==> config.mk <==
export PLATFORM = sky130hd
export DESIGN_NAME = bkm_steps_stim
export DESIGN_NICKNAME = d
export VERILOG_FILES = /design/src/rtl/bkm_stim_pkg.sv /design/src/rtl/bkm_steps_stim_lfsr.sv /design/src/rtl/bkm_steps_stim.sv
export SDC_FILE = /design/constraint.sdc
export NUM_CORES = 1
export LEC_CHECK = 0
export ABC_CLOCK_PERIOD_IN_PS = 2600
export CAP_MARGIN = 20
export CORE_MARGIN = 1
export CORE_UTILIZATION = 45
export CTS_CLUSTER_DIAMETER = 50
export CTS_CLUSTER_SIZE = 20
export DETAILED_ROUTE_END_ITERATION = 16
export DONT_BUFFER_PORTS = 1
export PLACE_DENSITY = 0.6
export SKIP_CTS_REPAIR_TIMING = 1
export SYNTH_ARGS = -nofsm -noshare
export SYNTH_HDL_FRONTEND = slang
export SYNTH_SLANG_ARGS = --single-unit
==> constraint.sdc <==
create_clock -name clk -period 2.6 [get_ports clk]
set_input_delay 0.39 -clock clk [delete_from_list [all_inputs] [get_ports clk]]
set_output_delay 0.39 -clock clk [all_outputs]
set_load 0.01 [all_outputs]
==> src/rtl/bkm_stim_pkg.sv <==
// Shared definitions for the bkm_steps stimulus sequencer: FSM encoding,
// LFSR tap masks, mode_cfg encodings and the Galois LFSR step function.
package bkm_stim_pkg;

    localparam logic [2:0] ST_IDLE  = 3'd0;
    localparam logic [2:0] ST_LOAD  = 3'd1;
    localparam logic [2:0] ST_START = 3'd2;
    localparam logic [2:0] ST_WAIT  = 3'd3;
    localparam logic [2:0] ST_GAP   = 3'd4;
    localparam logic [2:0] ST_DONE  = 3'd5;

    typedef enum logic [2:0] {
        S_IDLE  = ST_IDLE,
        S_LOAD  = ST_LOAD,
        S_START = ST_START,
        S_WAIT  = ST_WAIT,
        S_GAP   = ST_GAP,
        S_DONE  = ST_DONE
    } stim_state_t;

    // Right-shifting Galois masks: tap n maps to bit n-1.
    localparam logic [63:0] TAPS_32 = 64'h0000_0000_8020_0003; // 32,22,2,1
    localparam logic [63:0] TAPS_64 = 64'hD800_0000_0000_0000; // 64,63,61,60

    localparam logic [1:0] MODE_CFG_ZERO = 2'b00;
    localparam logic [1:0] MODE_CFG_ONE  = 2'b01;
    localparam logic [1:0] MODE_CFG_ALT  = 2'b10;

    // Narrower LFSRs are zero-extended in and truncated out; the zero upper
    // bits shift in as zeros, so one 64-bit step serves both widths.
    function automatic logic [63:0] lfsr_step(input logic [63:0] q, input logic [63:0] taps);
        return {1'b0, q[63:1]} ^ (q[0] ? taps : 64'd0);
    endfunction

endpackage

==> src/rtl/bkm_steps_stim_lfsr.sv <==
// Galois LFSR operand source; reloads SEED only on arst_n or srst so that
// successive runs continue the same sequence.
module bkm_lfsr
    import bkm_stim_pkg::*;
#(
    parameter int            WD   = 64,
    parameter logic [WD-1:0] SEED = 1,
    parameter logic [WD-1:0] TAPS = '1
) (
    input  logic          clk,
    input  logic          arst_n,
    input  logic          srst,
    input  logic          step,
    output logic [WD-1:0] q
);

    // An all-zero state would lock up the register.
    localparam logic [WD-1:0] SEED_EFF = (SEED == '0) ? WD'(1) : SEED;

    logic [WD-1:0] q_reg;
    logic [WD-1:0] q_next;

    always_comb begin
        q_next = WD'(lfsr_step(64'(q_reg), 64'(TAPS)));
    end

    always_ff @(posedge clk or negedge arst_n) begin
        if (!arst_n) begin
            q_reg <= SEED_EFF;
        end else if (srst) begin
            q_reg <= SEED_EFF;
        end else if (step) begin
            q_reg <= q_next;
        end
    end

    assign q = q_reg;

endmodule

==> src/rtl/bkm_steps_stim.sv <==
// Stimulus sequencer for the bkm_steps start/done handshake. Optional WAIT
// watchdog and timeout_err are built only when BKM_STIM_TIMEOUT_EN is defined.
module bkm_steps_stim
    import bkm_stim_pkg::*;
#(
    parameter int            WD         = 64,
    parameter int            N_VECTORS  = 256,
    parameter int            GAP_CYCLES = 2,
    parameter int            TIMEOUT    = 1024,
    parameter logic [WD-1:0] SEED       = 1
) (
    input  logic          clk,
    input  logic          arst_n,
    input  logic          srst,
    input  logic          enable,
    input  logic          go,
    input  logic [1:0]    mode_cfg,
    input  logic [1:0]    format_cfg,
    input  logic          res_done,
    output logic          dut_start,
    output logic          dut_mode,
    output logic [1:0]    dut_format,
    output logic [WD-1:0] dut_u_in,
    output logic [WD-1:0] dut_v_in,
    output logic [WD-1:0] dut_X_in,
    output logic [WD-1:0] dut_Y_in,
    output logic [15:0]   vec_cnt,
    output logic          busy,
    output logic          finished,
    output logic          timeout_err
);

    localparam logic [WD-1:0] TAPS  = (WD == 32) ? WD'(TAPS_32) : WD'(TAPS_64);
    localparam int            GAP_W = $clog2(GAP_CYCLES) + 1;

    stim_state_t          state_reg, state_next;
    logic [1:0]           load_idx_reg;
    logic [GAP_W-1:0]     gap_cnt_reg;
    logic [15:0]          vec_cnt_reg;
    logic [1:0]           format_reg;
    logic                 mode_reg;
    logic                 toggle_reg;
    logic                 start_reg;
    logic [3:0][WD-1:0]   operand;
    logic [WD-1:0]        lfsr_q;
    logic [WD-1:0]        lfsr_next;
    logic                 go_ok;
    logic                 gap_end;
    logic                 more_vectors;
    logic                 load_last;
    logic                 enter_load;
    logic                 wait_expired;

    bkm_lfsr #(
        .WD   (WD),
        .SEED (SEED),
        .TAPS (TAPS)
    ) u_lfsr (
        .clk    (clk),
        .arst_n (arst_n),
        .srst   (srst),
        .step   (enable && (state_reg == S_LOAD)),
        .q      (lfsr_q)
    );

    // Operands take the post-step value, i.e. what the LFSR holds after this edge.
    assign lfsr_next = WD'(lfsr_step(64'(lfsr_q), 64'(TAPS)));

    assign go_ok        = go && ((state_reg == S_IDLE) || (state_reg == S_DONE));
    assign gap_end      = (state_reg == S_GAP) && (gap_cnt_reg == GAP_W'(GAP_CYCLES - 1));
    assign more_vectors = (vec_cnt_reg < 16'(N_VECTORS));
    assign load_last    = (state_reg == S_LOAD) && (load_idx_reg == 2'd3);
    assign enter_load   = (state_next == S_LOAD) && (state_reg != S_LOAD);

    always_comb begin
        state_next = state_reg;
        case (state_reg)
            S_IDLE, S_DONE: if (go) state_next = S_LOAD;
            S_LOAD:         if (load_last) state_next = S_START;
            S_START:        state_next = S_WAIT;
            S_WAIT: begin
                // done wins over a watchdog expiry in the same cycle
                if (res_done)          state_next = S_GAP;
                else if (wait_expired) state_next = S_DONE;
            end
            S_GAP:          if (gap_end) state_next = more_vectors ? S_LOAD : S_DONE;
            default:        state_next = S_IDLE;
        endcase
    end

    always_ff @(posedge clk or negedge arst_n) begin
        if (!arst_n) begin
            state_reg    <= S_IDLE;
            load_idx_reg <= '0;
            gap_cnt_reg  <= '0;
            vec_cnt_reg  <= '0;
            format_reg   <= '0;
            mode_reg     <= 1'b0;
            toggle_reg   <= 1'b0;
            start_reg    <= 1'b0;
        end else if (srst) begin
            state_reg    <= S_IDLE;
            load_idx_reg <= '0;
            gap_cnt_reg  <= '0;
            vec_cnt_reg  <= '0;
            format_reg   <= '0;
            mode_reg     <= 1'b0;
            toggle_reg   <= 1'b0;
            start_reg    <= 1'b0;
        end else if (enable) begin
            state_reg    <= state_next;
            start_reg    <= (state_next == S_START);
            load_idx_reg <= (state_reg == S_LOAD) ? load_idx_reg + 2'd1 : 2'd0;
            gap_cnt_reg  <= (state_reg == S_GAP) ? gap_cnt_reg + GAP_W'(1) : '0;
            if (go_ok) begin
                format_reg  <= format_cfg;
                vec_cnt_reg <= '0;
                toggle_reg  <= 1'b0;
            end
            if (load_last) begin
                vec_cnt_reg <= vec_cnt_reg + 16'd1;
            end
            if (state_reg == S_START) begin
                toggle_reg <= ~toggle_reg;
            end
            if (enter_load) begin
                case (mode_cfg)
                    MODE_CFG_ZERO: mode_reg <= 1'b0;
                    MODE_CFG_ONE:  mode_reg <= 1'b1;
                    default:       mode_reg <= go_ok ? 1'b0 : toggle_reg;
                endcase
            end
        end
    end

    // One register per operand slot, written in LOAD order u, v, X, Y.
    generate
        for (genvar gi = 0; gi < 4; gi++) begin : g_operand
            logic [WD-1:0] op_reg;
            always_ff @(posedge clk or negedge arst_n) begin
                if (!arst_n) begin
                    op_reg <= '0;
                end else if (srst) begin
                    op_reg <= '0;
                end else if (enable && (state_reg == S_LOAD) && (load_idx_reg == 2'(gi))) begin
                    op_reg <= lfsr_next;
                end
            end
            assign operand[gi] = op_reg;
        end
    endgenerate

`ifdef BKM_STIM_TIMEOUT_EN
    localparam int WAIT_W = $clog2(TIMEOUT) + 1;

    logic [WAIT_W-1:0] wait_cnt_reg;
    logic              timeout_reg;

    // Counts from the START cycle, so expiry lands TIMEOUT cycles after start.
    assign wait_expired = (wait_cnt_reg == WAIT_W'(TIMEOUT - 1));

    always_ff @(posedge clk or negedge arst_n) begin
        if (!arst_n) begin
            wait_cnt_reg <= '0;
            timeout_reg  <= 1'b0;
        end else if (srst) begin
            wait_cnt_reg <= '0;
            timeout_reg  <= 1'b0;
        end else if (enable) begin
            wait_cnt_reg <= ((state_reg == S_START) || (state_reg == S_WAIT)) ?
                            wait_cnt_reg + WAIT_W'(1) : '0;
            if (go_ok) begin
                timeout_reg <= 1'b0;
            end else if ((state_reg == S_WAIT) && !res_done && wait_expired) begin
                timeout_reg <= 1'b1;
            end
        end
    end

    assign timeout_err = timeout_reg;
`else
    assign wait_expired = 1'b0;
    assign timeout_err  = 1'b0;
`endif

    assign dut_start  = start_reg;
    assign dut_mode   = mode_reg;
    assign dut_format = format_reg;
    assign dut_u_in   = operand[0];
    assign dut_v_in   = operand[1];
    assign dut_X_in   = operand[2];
    assign dut_Y_in   = operand[3];
    assign vec_cnt    = vec_cnt_reg;
    assign busy       = (state_reg != S_IDLE) && (state_reg != S_DONE);
    assign finished   = (state_reg == S_DONE);

endmodule

# --- After elaboration in Yosys (flattened, before gate mapping) ---
# Cells that the tools add are included.
word_totals:
  ff_bits: 348
  input_bits: 10
  wordCells: 103
  out_inout_bits: 279
op_classes:
  n_mux: 42
  n_lt_le_gt_ge: 1
  addsub: 3
  reduce_logical: 28
  n_bitwise: 2
  n_eq_ne: 14
ops:
  columns: ["operator", "n"]
  rows:
  - ["$mux W64", 11]
  - ["$mux W16", 4]
  - ["$xor A63 B64 Y64", 1]
  - ["$mux W3", 7]
  - ["$mux W2", 9]
  - ["$add A16 B1 Y16 const B", 1]
  - ["$lt A16 B9 Y1 const B", 1]
  - ["$reduce_bool A2 Y1", 8]
  - ["$pmux W3 S5", 1]
  - ["$logic_and A1 B1 Y1", 10]
  - ["$eq A3 B2 Y1 const B", 3]
  - ["$mux W1", 9]
  - ["$eq A2 B1 Y1 const B", 3]
  - ["$eq A3 B1 Y1 const B", 2]
  - ["$eq A3 B3 Y1 const B", 2]
  - ["$reduce_and A2 Y1", 3]
  - ["$reduce_bool A3 Y1", 2]
  - ["$add A2 B1 Y2 const B", 2]
  - ["$eq A2 B2 Y1 const B", 2]
  - ["$logic_not A2 Y1", 2]
  - ["$logic_not A3 Y1", 1]
  - ["$ne A3 B1 Y1 const B", 1]
  - ["$ne A3 B3 Y1 const B", 1]
  - ["$pmux W1 S2", 1]
  - ["3 further kinds", 3]

# --- Logic depth before layout (Yosys ltp) ---
logic_depth:
  depth_word: 9
  ltp_mapped: 9
  ltp_nobuf: 7

# --- Cells and area by module ---
# Synthesis repeated with hierarchy kept, for this count alone.
hier_totals:
  cells_unflattened: 1516
  hier_area_um2: 14535.2
by_module_without_submodules:
  columns: ["module", "n_inst", "area_each_um2", "seq_area_each_um2", "cells_per_inst"]
  rows:
  - ["bkm_steps_stim", 1, 11890.2, 7106.8, 1306]
  - ["bkm_lfsr", 1, 2645.0, 1602.8, 210]

# --- Worst setup path after synthesis ---
# OpenSTA, ideal clock, no wires.
synth_timing:
  path_type: "reg2reg"
  start: "register state_reg[2]"
  end: "register vec_cnt_reg[8] (netlist: vec_cnt[8])"
  path_buffers: 0
  required_time_ns: 2.522
  path_stages_with_launch: 6
  setup_slack_ns: 0.692
  t_arrival_ns: 1.830
  period_less_slack_ns: 1.908
  setup_time_ns: 0.078
  path_cell_list: "dfrtp_1 > or2_1 > a211oi_4 > nor2_4 > or4_1 > a21oi_1"
synth_between:
  elab_chain_cells: 5
  word_cells_on_any_way: 11
  classes_between: "eq/ne (2); mux (3); reduce/logical (6)"
synth_rtl:
  columns: ["element", "line_no", "text"]
  rows:
  - ["start: declaration", "bkm_steps_stim.sv:36", "stim_state_t state_reg, state_next;"]
  - ["start signal: assignment", "bkm_steps_stim.sv:111", "state_reg <= state_next;"]
  - ["$eq A3 B1 Y1 (tied with other cells)", "bkm_steps_stim.sv:72", "assign load_last = (state_reg == S_LOAD) && (load_idx_reg == 2'd3);"]
  - ["$logic_and A1 B1 Y1 / $logic_or A1 B1 Y1 (equally long branches)", "bkm_steps_stim.sv:72, bkm_steps_stim.sv:69", null]
  - ["$mux W16 / $logic_and A1 B1 Y1 (equally long branches)", "bkm_steps_stim.sv:120, bkm_steps_stim.sv:69", null]
  - ["$mux W16 / $reduce_bool A3 Y1 (equally long branches)", null, null]
  - ["$mux W16 / $reduce_and A2 Y1 (equally long branches)", null, null]
  - ["end signal: assignment", "bkm_steps_stim.sv:121", "vec_cnt_reg <= vec_cnt_reg + 16'd1;"]
  - ["end: declaration", "bkm_steps_stim.sv:39", "logic [15:0] vec_cnt_reg;"]
# Several ways; a longest one is shown, not always the timed one. The select of a mux whose other input is x is not followed.
# A chain may end at the register's enable or synchronous reset.

# --- Worst setup path in the final report ---
layout_timing:
  start: "register state_reg[2]"
  end: "register g_operand[0].op_reg[58] (netlist: dut_u_in[58])"
layout_between:
  elab_chain_cells: 4
layout_rtl:
  columns: ["element", "line_no", "text"]
  rows:
  - ["$eq A3 B1 Y1", "bkm_steps_stim.sv:145", "end else if (enable && (state_reg == S_LOAD) && (load_idx_reg == 2'(gi))) begin"]
  - ["$logic_and A1 B1 Y1 (2 in series)", "bkm_steps_stim.sv:145", null]
  - ["$reduce_bool A2 Y1 (no line)", null, null]
  - ["end signal: assignment", "bkm_steps_stim.sv:146", "op_reg <= lfsr_next;"]
  - ["end: declaration", "bkm_steps_stim.sv:139", "logic [WD-1:0] op_reg;"]
# No other way between the ends.

==> results.md <==
* Top cells by area, synth: dfrtp_1 65%, nand2_1 13%, o21ai_0 9.6%
* Max stage delay on crit path at 0.56 ns
* Sequential share of the synthesized area at 65.18%
* DR vias at 9217
* Worst r2r path cells at 6
* Async set or reset register ratio after synthesis at 100.0%
* Hold Fails Final Rpt at 347
* Port bufs at 0
* HPWL Detailed at 19.64 mm
* Critical Path RT at 3.02 ns
* Hold WS at -0.4217 ns
* Failing checks: hold timing
* All-Layer GR Usage at 21.13%
* Worst skew pair latency at 0.51 ns
* Gr ovfl total at 0
* # IOs at 289
* Num rows at 62
* Power, Total at 11.29 mW
* Clock sink count at 348
* Simple-gate share of the synthesized area at 15.42%
* Initial core utilization at 46.18%
* Initial antenna violation count at 0
* Post-Synthesis Cells at 1370
* Setup-failing EPs final at 0
* Layout area overhead at 12.44%
* Final worst slack at 0.3476 ns
* Post-DR wirelength/cell at 18.30 um
* Final Critical Period at 2.252 ns
* Layout Cells excl Fill at 1740
* Root Driver: clkbuf_16
* Synth Cell Area at 0.01336 mm^2
* Mux share of post-synthesis cell area at 0.2996%
* Reg-to-Reg Start: state_reg[2]
* Number of max-cap violations at 0
* Critical-path cell list: nor2b_1, and2_4, a21oi_4, buf_12, nand2_1, o21ai_0
* Total CTS buffers at 35
* Worst R2R End: dut_u_in[58]
* Slowest cell on the critical path: dfrtp_1
* Pin count of the biggest net entering global routing at 349
* Vias/cell at 5.297
* Adder-cell area share of the yosys netlist at 0.5618%
* Status: finished, violations left
* Max-Slew Margin vs Limit at 19.75%
* Compound-gate portion of the synthesized area at 14.58%
* Avg Inst Size Synth at 9.754 um^2
* Combinational family with the most area after synthesis: simple AND/OR/NAND/NOR gates
* Post-Synth XOR/XNOR Area at 0.7210%
* Distinct cells, synth at 45
* Yosys warning count at 0
* Placed Instances at 1674
* Vias in the first global route at 9056
* Worst Hold Class: primary input to asynchronous set/reset pin
* Lkg Pwr at 6.603 nW
* Layout cells sized above 1 at 6.563%
* Detailed Route Iter0 Violations at 614
* Synth top area share at 64.98%
* P per Cell Area at 751.5 mW/mm^2
* Kind of critical path: flip-flop to flip-flop
* Clock Skew at 0.01524 ns
* Clock buffer depth at 3
* Worst setup SP type: flip-flop
* Reg clk slew, reported paths at 0.06 ns
* 1st-pass router iterations at 4
* H-tree depth at 2
* Syn_nets at 1386
* Crit path arrival time at 2.67 ns
* Die X-Extent at 174.3 um
* Setup TNS at 0 ns
* Most used DFF post-synth: dfrtp_1
* Max Slew Vio Count at 0
* Core area at 0.02894 mm^2
* IR drop worst, VDD at 0.5388 mV
* RSZ-0062 raised after global routing: false
* Cell taking the most area after synthesis: dfrtp_1
* DR DRC count at 0
* Gpl congestion at 0.7954
* Final net count at 1346
* Post-synth EDFFs at 0
* Worst setup EP type: flip-flop
* Setup slack, reg-to-reg at 0.35 ns
* Max Freq at 444.0 MHz
* Worst Tran Pin Value at 1.204 ns
* Final Cycle Share at 86.63%
* Routed WL at 31.83 mm
* First-pass GRT wire length at 51.95 mm
* Flops & latches, synth at 348
* Routed Antenna Nets at 0
* Die area at 0.03039 mm^2
* Pre-CTS setup slack at 0.3746 ns
* CP Max Fanout at 98
* TritonCTS clock tree: yes
* Die Ht at 174.3 um
* Ant. Diodes at 0
power breakdown:
part	internal (mW)	switching, mW	total (mW)
clock	3.22	2.22	5.44
combinational	0.0835	0.268	0.352
sequential	5.45	0.0526	5.50
total	8.75	2.54	11.3
cells in the mapped netlist, drive strengths merged (4+ instances only):
master and n:
a211oi 4, a21oi 84, buf 36, clkbuf 58, dfrtp 347, ha 6
inv 9, mux2i 4, nand2 458, nand3 10, nand4 5, nor2 29
nor3 4, o211ai 4, o21ai 261, o31ai 6, or3 4, xor2 8
how the worst max path moves through the flow:
stage / start / end / slack [ns] / cells after the start
final: state_reg[2] / dut_u_in[58] / 0.35 / 6
after global routing: state_reg[2] / dut_u_in[60] / 0.14 / 6
after CTS: state_reg[2] / dut_u_in[37] / 0.37 / 5
after detailed placement: state_reg[2] / dut_X_in[55] / 0.37 / 5
after global placement: state_reg[2] / dut_X_in[56] / 0.44 / 5
after floorplan: state_reg[2] / vec_cnt[8] / 0.69 / 5
cell type report:
type / instances / area (um^2)
flip-flops and latches: 348 / 8710
multi-input cells: 918 / 4270
clock inverters: 23 / 305.3
clock buffers: 40 / 957.2
fillers: 2626 / 13910
inverters: 10 / 37.54
repair buffers: 17 / 265.3
well taps: 384 / 480.5
logic make-up after synthesis:
logic type,after synthesis
other,1
XOR/XNOR,11
adder cells (fa/ha/maj),6
flip-flops,348
AND/OR/NAND/NOR,525
multiplexers,4
AO/OA/AOI/OAI,371
buffers and inverters,104
metrics by stage:
stage | area, um^2 | hold slack [ns] | util, %
floorplan | 13360 | 0.09441 | -
global placement | 13720 | 0.1002 | 47.40
detailed placement | 13720 | 0.1009 | 47.40
CTS | 14980 | -0.4493 | 51.76
global route | 15030 | -0.4435 | 51.93
finish | 15030 | -0.4217 | 51.93
cells in the final DEF, fill, tap and decap left out, drive strengths merged, types with 8 or more instances in the layout:
cell    Yosys  routed
xor2        8       8
buf        36      15
nand2     458     458
o21ai     261     261
nor2       29      29
a21oi      84      84
nand3      10      10
clkbuf     58      40
dfrtp     347     347
inv         9      17
routing by layer:
metal  global-route usage, %  wire length, um
met5                       0                0
met4                   6.396              765
met3                   6.518             2602
met2                   32.50            14420
met1                   28.69            14040
worst max-delay path: cells and delay by family, from the launching register on:
kind            cells  cell delay [ns]
flops               1             0.56
simple gates        3             0.47
compound gates      2             0.64
buf+inv             1             0.37
Note: power is estimated with default switching activity, not from simulation.
